`src/rtl/config_bus_writer.sv`:
```
// Serial config stream to decoder-bus writer.
// Ports: prog_clk/prog_rst_n, bit_in/valid/ready, cfg_abort, enable/address/data_in, busy/done.
module config_bus_writer #(
  parameter int ADDR_WIDTH = 4,
  parameter int CNT_WIDTH  = 8
) (
  input  logic                  prog_clk,
  input  logic                  prog_rst_n,
  input  logic                  bit_in,
  input  logic                  bit_valid,
  output logic                  bit_ready,
  input  logic                  cfg_abort,
  output logic                  enable,
  output logic [0:ADDR_WIDTH-1] address,
  output logic                  data_in,
  output logic                  busy,
  output logic                  done
);

  localparam int MAXW = (ADDR_WIDTH > CNT_WIDTH) ?
                        ADDR_WIDTH : CNT_WIDTH;
  localparam int BW   = $clog2(MAXW + 1);

  typedef enum logic [2:0] {
    IDLE, HDR_ADDR, HDR_CNT, DATA, SETUP, STROBE, DONE
  } state_e;

  state_e                state_q, state_d;
  logic [ADDR_WIDTH-1:0] addr_q, addr_d;
  logic [ADDR_WIDTH-1:0] oaddr_q, oaddr_d;
  logic [CNT_WIDTH-1:0]  cnt_q, cnt_d, cnt_sh;
  logic [BW-1:0]         bcnt_q, bcnt_d;
  logic                  odata_q, odata_d;
  logic                  fire;

  // Gating with reset keeps ready low while held in reset.
  assign bit_ready = prog_rst_n & ~cfg_abort &
                     (state_q inside {IDLE, HDR_ADDR,
                                      HDR_CNT, DATA});
  assign fire    = bit_valid & bit_ready;
  assign enable  = (state_q == STROBE);
  assign busy    = (state_q != IDLE);
  assign done    = (state_q == DONE);
  assign address = oaddr_q;
  assign data_in = odata_q;

  always_comb begin
    state_d = state_q;
    addr_d  = addr_q;
    cnt_d   = cnt_q;
    bcnt_d  = bcnt_q;
    oaddr_d = oaddr_q;
    odata_d = odata_q;
    cnt_sh  = (cnt_q << 1) | CNT_WIDTH'(bit_in);
    if (cfg_abort) begin
      state_d = IDLE;
      bcnt_d  = '0;
    end else begin
      unique case (state_q)
        IDLE: begin
          if (fire && bit_in) begin
            state_d = HDR_ADDR;
            bcnt_d  = '0;
          end
        end
        HDR_ADDR: begin
          if (fire) begin
            addr_d = (addr_q << 1) | ADDR_WIDTH'(bit_in);
            if (bcnt_q == BW'(ADDR_WIDTH - 1)) begin
              bcnt_d  = '0;
              state_d = HDR_CNT;
            end else begin
              bcnt_d = bcnt_q + BW'(1);
            end
          end
        end
        HDR_CNT: begin
          if (fire) begin
            cnt_d = cnt_sh;
            if (bcnt_q == BW'(CNT_WIDTH - 1)) begin
              bcnt_d  = '0;
              state_d = (cnt_sh == '0) ? DONE : DATA;
            end else begin
              bcnt_d = bcnt_q + BW'(1);
            end
          end
        end
        DATA: begin
          // Output regs load here so the bus is stable
          // across SETUP and STROBE.
          if (fire) begin
            oaddr_d = addr_q;
            odata_d = bit_in;
            state_d = SETUP;
          end
        end
        SETUP: state_d = STROBE;
        STROBE: begin
          addr_d  = addr_q + ADDR_WIDTH'(1);
          cnt_d   = cnt_q - CNT_WIDTH'(1);
          state_d = (cnt_q == CNT_WIDTH'(1)) ? DONE : DATA;
        end
        DONE:    state_d = IDLE;
        default: state_d = IDLE;
      endcase
    end
  end

  always_ff @(posedge prog_clk or negedge prog_rst_n) begin
    if (!prog_rst_n) begin
      state_q <= IDLE;
      addr_q  <= '0;
      oaddr_q <= '0;
      cnt_q   <= '0;
      bcnt_q  <= '0;
      odata_q <= 1'b0;
    end else begin
      state_q <= state_d;
      addr_q  <= addr_d;
      oaddr_q <= oaddr_d;
      cnt_q   <= cnt_d;
      bcnt_q  <= bcnt_d;
      odata_q <= odata_d;
    end
  end

endmodule

```
`config.mk`:
```
export PLATFORM = sky130hd
export DESIGN_NAME = config_bus_writer
export DESIGN_NICKNAME = d
export VERILOG_FILES = /design/src/rtl/config_bus_writer.sv
export SDC_FILE = /design/constraint.sdc
export NUM_CORES = 1
export LEC_CHECK = 0
export CORE_MARGIN = 2
export CORE_UTILIZATION = 50
export CTS_CLUSTER_SIZE = 16
export DETAILED_ROUTE_END_ITERATION = 6
export MAX_ROUTING_LAYER = met4
export PLACE_DENSITY = 0.71
export SYNTH_ARGS = -nofsm -noshare
export SYNTH_HDL_FRONTEND = slang
export SYNTH_SLANG_ARGS = --single-unit
```
`constraint.sdc`:
```
create_clock -name prog_clk -period 5.1 [get_ports prog_clk]
set_clock_uncertainty 0.1 [all_clocks]
set_input_delay 1.02 -clock prog_clk [delete_from_list [all_inputs] [get_ports prog_clk]]
set_output_delay 1.02 -clock prog_clk [all_outputs]
set_load 0.01 [all_outputs]
```
==> impl_metrics.yaml, run 1 <==
routing:
  wl_per_cell_um: 14.89
  viasPerCell: 5.986
  antenna_left: 0
  drtIter0Drc: 119
  drt_first_pass_iters: 4
  drcViolationCount: 0
  vias: 1329
  wirelength_um: 3306
clocking:
  cts_tree: "built"
  clk_latency_ps: 310
  clockBufferDepth: 2
  clock_sinks: 24
  holdBufCountCts: 0
  clkTransAtPathRegs_ps: 130
  htreeDepth: 1
  cts-root-buf: "clkbuf_4"
  post_cts_resized: 0
  cts_setup_buffers: 0
  cts_made_buffers: 3
grt:
  antenna_found_initial: 0
  grt_start_max_net_pins: 30
  track_usage: 0.2083
  first_global_vias: 1268
  grt_pass1_wl_um: 5685
  grt_overflow_total: 0
run:
  max_cap_viol_count: 0
yosys:
  async_flop_share: 1.000
  syn_area_um2: 1595
  seq_area_frac_synth: 0.3765
  yosysTopAreaCell: "dfrtp_1"
  avgSynthCellArea_um2: 9.496
  syn_nets: 177
  yosys_warnings: 0
  ys_top_cells_by_area: "dfrtp_1 38%, mux2_4 5.6%, o21ai_0 3.5%, ha_1 3.1%, a21oi_1 2.8%"
  synth_cells: 168
  synth_ff_type: "dfrtp_1"
  yosys.cell_types.count: 52
  synthDominantCellAreaShare: 0.3765
  synth_seq_cells: 24
  synth_edf_count: 0
critical_path:
  critical-path-slowest-cell: "dfrtp_1"
  crit_fanout: 20
  cpLargestDelayFamily: "buffers and inverters"
  endpoint_kind: "primary output"
  worst_ep_arrival_time_ps: 2620
  start_kind: "flop"
  crit_start: "state_q[2]"
  worstSetupPathType: "flop to primary output"
  worstPathRequired_ps: 3980
  worst-path-buf-inv: 2
  crit_chain: "nand3b_1, inv_1, clkdlybuf4s50_1"
  r2r-start: "state_q[2]"
  slowest_delay_ps: 760
cells_and_area:
  diodes: 0
  final_core_util: 0.5869
  area_delta_synth_final_pct: 12.31
  drive_gt1_frac: 0.1236
  final_nets: 188
pwr:
  peakVddDrop_mv: 0.1599
  switching_share: 0.2463
  pwr-share-clk: 0.344
  leakagePower_uw: 0.0007476
  power_density_nw_per_um2: 222.4
  power_frac_seq: 0.536
  comb_power_share: 0.120
  p_switching_uw: 98.16
  internal-power_uw: 300.4
min_path:
  min_from: "address[3]"
  hold_class: "flop to flop"
placed_design:
  hpwl_um: 2335
  post-place-ws_ps: 1408
  port_buffers: 13
  routabilityCongestion: 0.8288
die:
  rows: 20
  fp.coreArea_um2: 3053
  die_w_um: 60.49
  ios: 14
  dieArea_um2: 3658
  die_h_um: 60.49
  start_util: 0.5225
timing:
  fin_crit_sh: 0.7330
  rsz0062_at_grt: "false"
  tightest_slew_ps: 613.7
  fmax_mhz: 267.5
  maxSlewHeadroom: 0.5909
  slew_violations: 0
  setup_viol: 0
  fin_ws_ps: 1362
  setup-tns-final_ps: 0
  hold_viol: 0
  post-route-min-period_ps: 3738
status:
  status: "complete, no violations"
-- cells in the mapped netlist (4+ instances only) --
| master | number |
|---|---|
| dfrtp_1 | 24 |
| o21ai_0 | 11 |
| nand2_1 | 10 |
| a21oi_1 | 9 |
| inv_1 | 9 |
| nand3_1 | 9 |
| nor2_1 | 9 |
| buf_2 | 6 |
| mux2_4 | 6 |
| o21ai_1 | 6 |
| and2_1 | 4 |
| ha_1 | 4 |
| o41ai_1 | 4 |
-- per-stage QoR --
| step | hold slack (ps) | power, µW | instances | area [µm²] |
|---|---|---|---|---|
| after floorplan | 372.6 | 244.5 | 168 | 1595 |
| after global placement | 402.5 | 262.0 | 218 | 1739 |
| after detailed placement | 410.1 | 264.9 | 218 | 1739 |
| after CTS | 442.2 | 404.6 | 222 | 1792 |
| after global routing | 458.0 | 421.1 | 222 | 1792 |
| final | 435.6 | 398.5 | 222 | 1792 |
-- cells in the final DEF (no fill, tap or decap), drive strengths merged, types with 2 or more instances in the layout --
cell type	instances
a22oi	3
clkdlybuf4s50	13
nand3b	2
mux2i	2
dfrtp	24
ha	4
and3b	2
o21ai	17
nor2b	2
nor4bb	2
nand2	11
a2bb2oi	3
nand2b	3
nor4	5
o31a	2
buf	2
nor2	10
and2	4
nand3	9
o41ai	4
inv	9
nor3	5
clkbuf	3
o211ai	3
mux2	6
a21oi	9
-- worst paths after layout --
path	to	slack (ps)	cells after the start
max reg2reg	cnt_q[3]	2740	5
min in group asynchronous	state_q[1]	960	2
min reg2reg	address[3]	440	1
min	address[3]	440	1
max	enable	1360	3
max in group asynchronous	address[2]	3680	2
-- final cells by class --
| type | instances | area, µm² |
|---|---|---|
| multi-input combinational | 126 | 904.6 |
| clock buffer | 3 | 22.52 |
| fill | 275 | 1261 |
| clock inverter | 1 | 30.03 |
| inverter | 9 | 33.78 |
| tap | 44 | 55.05 |
| timing repair buffer | 15 | 145.1 |
| sequential | 24 | 600.6 |
-- logic make-up after synthesis --
| logic type | count (synthesis) | synth area share |
|---|---|---|
| compound gates | 52 | 0.2228 |
| fa+ha+maj | 4 | 0.03137 |
| mux | 8 | 0.06902 |
| buf+inv | 18 | 0.05647 |
| flops | 24 | 0.3765 |
| simple gates | 62 | 0.2439 |
-- worst reg2reg max path: cells and delay by family, from the launching register on --
family,cells,cell delay [ps]
compound gates,2,230
flops,1,760
buf+inv,1,440
simple gates,2,770
-- state kept, by name, summed over array words and instances (netlist names) --
name and cells:
data_in 1, state_q 3, address 4, cnt_q 8
bcnt_q 4, addr_q 4
-- power groups by stage --
stage | Combinational (µW) | Sequential [µW] | Clock [µW]
after floorplan | 31.9 | 213 | 0
after global placement | 45.8 | 216 | 0
after detailed placement | 47.7 | 217 | 0
after CTS | 48.1 | 213 | 143
after global routing | 54.8 | 215 | 151
final | 47.8 | 214 | 137
-- per-layer routing --
layer / track usage / up-vias / wire, µm
li1: - / 648 / -
met5: - / - / 0
met1: 0.2777 / 649 / 1574
met4: 0.06522 / 0 / 10
met2: 0.3323 / 30 / 1627
met3: 0.02559 / 2 / 93
(Power assumes the default switching activity.)
==> run 2: changes to the inputs <==
--- a/config.mk
+++ b/config.mk
@@ -10,7 +10,7 @@
 export CTS_CLUSTER_SIZE = 16
 export DETAILED_ROUTE_END_ITERATION = 6
 export MAX_ROUTING_LAYER = met4
-export PLACE_DENSITY = 0.71
+export PLACE_DENSITY = 0.73
 export SYNTH_ARGS = -nofsm -noshare
 export SYNTH_HDL_FRONTEND = slang
 export SYNTH_SLANG_ARGS = --single-unit
==> constraint.sdc (replaced) <==
create_clock -name prog_clk -period 3.01 [get_ports prog_clk]
set_clock_uncertainty 0.1 [all_clocks]
set_input_delay 0.602 -clock prog_clk [delete_from_list [all_inputs] [get_ports prog_clk]]
set_output_delay 0.602 -clock prog_clk [all_outputs]
set_load 0.01 [all_outputs]
==> run 2 against run 1 <==
  * Total power rose by 70%
  * Non-clock buffer count rose by 4
  * Largest power group unchanged
  * Setup slack got worse by 1100 ps
  * Sequential power rose by 68%
  * First-iteration DRC count fell by 39%
  * Sequential cell count did not move
  * Design area rose by 1.7%
  * Via count fell by 0.98%
  * Clock power rose by 72%
  * Clock-buffer cell count did not move
  * Largest cell class unchanged
  * Register-to-register slack got worse by 1800 ps
  * Utilization rose by 0.98 points
==> impl_metrics.yaml, run 2 (synthesized netlist as in run 1, its figures left out) <==
status:
  status: "complete, no violations"
placed_design:
  routabilityCongestion: 0.8829
  hpwl_um: 2454
  port_buffers: 13
  post-place-ws_ps: 368.8
timing:
  fin_ws_ps: 263.7
  tightest_slew_ps: 660.9
  fmax_mhz: 364.1
  maxSlewHeadroom: 0.5553
  post-route-min-period_ps: 2746
  setup-tns-final_ps: 0
  fin_crit_sh: 0.9124
  setup_viol: 0
  timing.hold.ws_ps: 422.1
  hold_viol: 0
  rsz0062_at_grt: "false"
  slew_violations: 0
grt:
  grt_pass1_wl_um: 5644
  track_usage: 0.2076
  first_global_vias: 1248
  antenna_found_initial: 0
  grt_overflow_total: 0
  grt_start_max_net_pins: 22
critical_path:
  r2r-start: "state_q[1]"
  worst-path-buf-inv: 2
  crit_fanout: 14
  start_kind: "flop"
  worstSetupPathType: "flop to primary output"
  crit_chain: "nand3b_1, inv_1, clkdlybuf4s50_1"
  r2r_slack_ps: 960
  worst_ep_arrival_time_ps: 2040
  slowest_delay_ps: 600
  endpoint_kind: "primary output"
  critical-path-slowest-cell: "clkdlybuf4s50_1"
  r2r_cells: 5
  cpLargestDelayFamily: "buffers and inverters"
  r2r-end: "cnt_q[1]"
  worstPathRequired_ps: 2310
routing:
  drcViolationCount: 0
  antenna_left: 0
  wirelength_um: 3281
  drtIter0Drc: 73
  vias: 1316
  wl_per_cell_um: 14.52
  viasPerCell: 5.823
  drt_first_pass_iters: 4
clocking:
  holdBufCountCts: 0
  post_cts_resized: 0
  cts_made_buffers: 3
  cts-root-buf: "clkbuf_4"
  htreeDepth: 1
  clock_sinks: 24
  cts_setup_buffers: 0
  clkTransAtPathRegs_ps: 130
  clockBufferDepth: 2
  cts_tree: "built"
  clk_latency_ps: 320
cells_and_area:
  final_nets: 192
  area_delta_synth_final_pct: 14.20
  fillers: 280
  regMostFlops: "cnt_q"
  regArea_um2: 600.6
  drive_gt1_frac: 0.1429
  multi_input_area_um2: 904.6
  layout_common_cells: "24 x dfrtp_1, 13 x clkdlybuf4s50_1, 11 x o21ai_0, 10 x nand2_1"
  final_common_cell: "dfrtp_1"
  largest_register_ffs: 8
  diodes: 0
  final_core_util: 0.5967
die:
  fp.coreArea_um2: 3053
  start_util: 0.5225
  die_h_um: 60.49
  rows: 20
  dieArea_um2: 3658
  die_w_um: 60.49
  ios: 14
pwr:
  peakVddDrop_mv: 0.2786
  power_density_nw_per_um2: 372.8
  leakagePower_uw: 0.0007673
min_path:
  min_from: "bcnt_q[0]"
  min_path_cells: 1
  whs_endpoint: "bcnt_q[0]"
  hold_class: "flop to flop"
run:
  max_cap_viol_count: 0
==> run 2: worst reg2reg max path, stage by stage (launching register included) <==
cell and delay, ps:
dfrtp_1 630, nand3b_1 220, buf_4 220, o31a_1 410
nor2_4 70, mux2_4 300
==> run 2: routing by layer <==
layer	share of wire	up-vias	global-route usage
li1	-	663	-
met1	0.47	627	0.2726
met2	0.49	24	0.3354
met3	0.041	2	0.04691
met4	0.0040	0	0.03416
met5	0	-	-
==> run 2: final cells by class <==
type	instances	area share
inverters	9	0.01854
well taps	44	0.03022
multi-input cells	126	0.4966
clock buffers	3	0.01236
repair buffers	19	0.09615
clock inverters	1	0.01648
flip-flops and latches	24	0.3297
==> run 2: through the flow <==
| stage | area (µm²) | total power [µW] | cells |
|---|---|---|---|
| floorplan | 1595 | 414.2 | 168 |
| global placement | 1769 | 446.2 | 222 |
| detailed placement | 1769 | 450.7 | 222 |
| CTS | 1822 | 686.5 | 226 |
| global route | 1822 | 719.0 | 226 |
| finish | 1822 | 679.2 | 226 |
==> run 2: worst max-delay path by stage <==
stage	start	to	cells after the start
floorplan	state_q[2]	busy	3
global placement	cfg_abort	bit_ready	4
detailed placement	cfg_abort	bit_ready	4
CTS	state_q[1]	enable	3
global route	state_q[1]	enable	3
finish	state_q[1]	enable	3
==> run 2: where the power goes <==
group	internal [µW]	leakage, µW	switching, µW	total [µW]
Sequential	339	0.000311	20.4	359
Combinational	37.9	0.000429	47.2	85.1
Clock	135	0.0000279	101	235
Total	511	0.000767	168	679
==> run 3: changes to the inputs <==
--- a/config.mk
+++ b/config.mk
@@ -6,11 +6,11 @@
 export NUM_CORES = 1
 export LEC_CHECK = 0
 export CORE_MARGIN = 2
-export CORE_UTILIZATION = 50
+export CORE_UTILIZATION = 51
 export CTS_CLUSTER_SIZE = 16
 export DETAILED_ROUTE_END_ITERATION = 6
 export MAX_ROUTING_LAYER = met4
-export PLACE_DENSITY = 0.73
+export PLACE_DENSITY = 0.75
 export SYNTH_ARGS = -nofsm -noshare
 export SYNTH_HDL_FRONTEND = slang
 export SYNTH_SLANG_ARGS = --single-unit
==> run 3 against run 2 <==
  * Wire length increased by 8.8%
  * Worst hold slack gained 15 ps
  * Via count up 5.4%
  * Sequential cell count did not move
  * Sequential power about the same
  * Design area is 0.76% lower
  * Combinational power is 2% higher
  * Sequential share of layout area increased by 0.25 points
  * Non-clock buffer count stayed put
  * Total power up 0.15%
  * Global-route usage up 1.7 points
  * Clock-buffer cell count unchanged
==> impl_metrics.yaml, run 3 (synthesized netlist as in run 1, its figures left out) <==
timing:
  rsz0062_at_grt: "false"
  fmax_mhz: 362.3
  setup_viol: 0
  tightest_slew_ps: 573.5
  post-route-min-period_ps: 2760
  maxSlewHeadroom: 0.6145
  fin_ws_ps: 249.7
  slew_violations: 0
  hold_viol: 0
  setup-tns-final_ps: 0
  fin_crit_sh: 0.9171
grt:
  grt_overflow_total: 0
  grt_use_met2: 0.3370
  grt_pass1_wl_um: 5982
  track_usage: 0.2244
  antenna_found_initial: 0
  grt-busiest-layer: "met2"
  grt_start_max_net_pins: 22
  first_global_vias: 1279
  grt_util_met3: 0.03247
  use_met1: 0.3068
critical_path:
  r2r_slack_ps: 920
  slowest_delay_ps: 610
  start_kind: "flop"
  worst_ep_arrival_time_ps: 2060
  worstPathRequired_ps: 2310
  critical-path-slowest-cell: "clkdlybuf4s50_1"
  r2r-start: "state_q[1]"
  crit_fanout: 14
  r2r_cells: 5
  r2r-end: "cnt_q[1]"
  worstSetupPathType: "flop to primary output"
  crit_chain: "nand3b_1, inv_1, clkdlybuf4s50_1"
  endpoint_kind: "primary output"
min_path:
  whs_endpoint: "bcnt_q[0]"
  min_from: "bcnt_q[0]"
  min_path_cells: 1
  hold_class: "flop to flop"
clocking:
  cts-root-buf: "clkbuf_4"
  cts_setup_buffers: 0
  holdBufCountCts: 0
  post_cts_resized: 0
  htreeDepth: 1
  clockBufferDepth: 2
  cts_tree: "built"
  clock_sinks: 24
  cts_made_buffers: 3
  clkTransAtPathRegs_ps: 140
  clk_latency_ps: 320
cells_and_area:
  final_nets: 192
  final_common_cell: "dfrtp_1"
  area_delta_synth_final_pct: 13.33
  drive_gt1_frac: 0.1429
  regMostFlops: "cnt_q"
  fillers: 263
  final_core_util: 0.6021
  diodes: 0
  layout_common_cells: "24 x dfrtp_1, 13 x clkdlybuf4s50_1, 11 x o21ai_0, 10 x nand2_1"
  largest_register_ffs: 8
pwr:
  pwr-share-clk: 0.345
  switching_share: 0.2492
  comb_power_share: 0.127
  leakagePower_uw: 0.0007673
  peakVddDrop_mv: 0.2181
  p_switching_uw: 169.5
  power_density_nw_per_um2: 376.3
  internal-power_uw: 510.7
  power_frac_seq: 0.528
routing:
  drtIter0Drc: 77
  wl_per_cell_um: 16.61
  drt_first_pass_iters: 4
  antenna_left: 0
  vias: 1387
  wirelength_um: 3571
  viasPerCell: 6.451
  drcViolationCount: 0
die:
  die_w_um: 59.93
  dieArea_um2: 3592
  fp.coreArea_um2: 3003
  rows: 20
  die_h_um: 59.93
  start_util: 0.5313
  ios: 14
run:
  max_cap_viol_count: 0
status:
  status: "complete, no violations"
placed_design:
  port_buffers: 13
  hpwl_um: 2617
  routabilityCongestion: 0.8423
  post-place-ws_ps: 340.5
[run 3: how the worst max path moves through the flow]
stage,to,slack [ps],startpoint
floorplan,busy,1170,state_q[2]
global placement,bit_ready,360,cfg_abort
detailed placement,bit_ready,340,cfg_abort
CTS,enable,250,state_q[1]
global route,enable,140,state_q[1]
finish,enable,250,state_q[1]
[run 3: layout make-up]
| class | count | area [µm²] | area share |
|---|---|---|---|
| Clock inverter | 1 | 30.03 | 0.01661 |
| Tap cell | 33 | 41.29 | 0.02284 |
| Timing Repair Buffer | 19 | 175.2 | 0.09689 |
| Clock buffer | 3 | 22.52 | 0.01246 |
| Sequential cell | 24 | 600.6 | 0.3322 |
| Inverter | 9 | 33.78 | 0.01869 |
| Multi-Input combinational cell | 126 | 904.6 | 0.5003 |
[run 3: per-stage QoR]
stage               power, µW  cells  area (µm²)  hold WS, ps
finish                  680.3    215        1808        436.9
global route            714.8    215        1808        444.9
CTS                     685.4    215        1808        426.1
detailed placement      451.9    211        1755        405.4
global placement        446.2    211        1755        396.2
floorplan               414.2    168        1595        206.4
[run 3: metal layers]
layer / vias up / part of all wire
met4: 0 / 0.016
met3: 6 / 0.039
li1: 658 / -
met5: - / 0
met2: 34 / 0.50
met1: 689 / 0.45
[run 3: power by group through the flow]
stage                     Combinational (µW)  Sequential (µW)  Clock, µW
final                                   86.4              359        235
after detailed placement                86.5              365          0
after global routing                    98.5              363        254
after global placement                  82.1              364          0
after CTS                               86.7              359        240
after floorplan                         54.1              360          0
[run 3: worst max-delay path, delay by kind of cell, from the launching register on]
kind | cells | cell delay, ps
simple gates | 1 | 280
buf+inv | 2 | 900
flops | 1 | 570
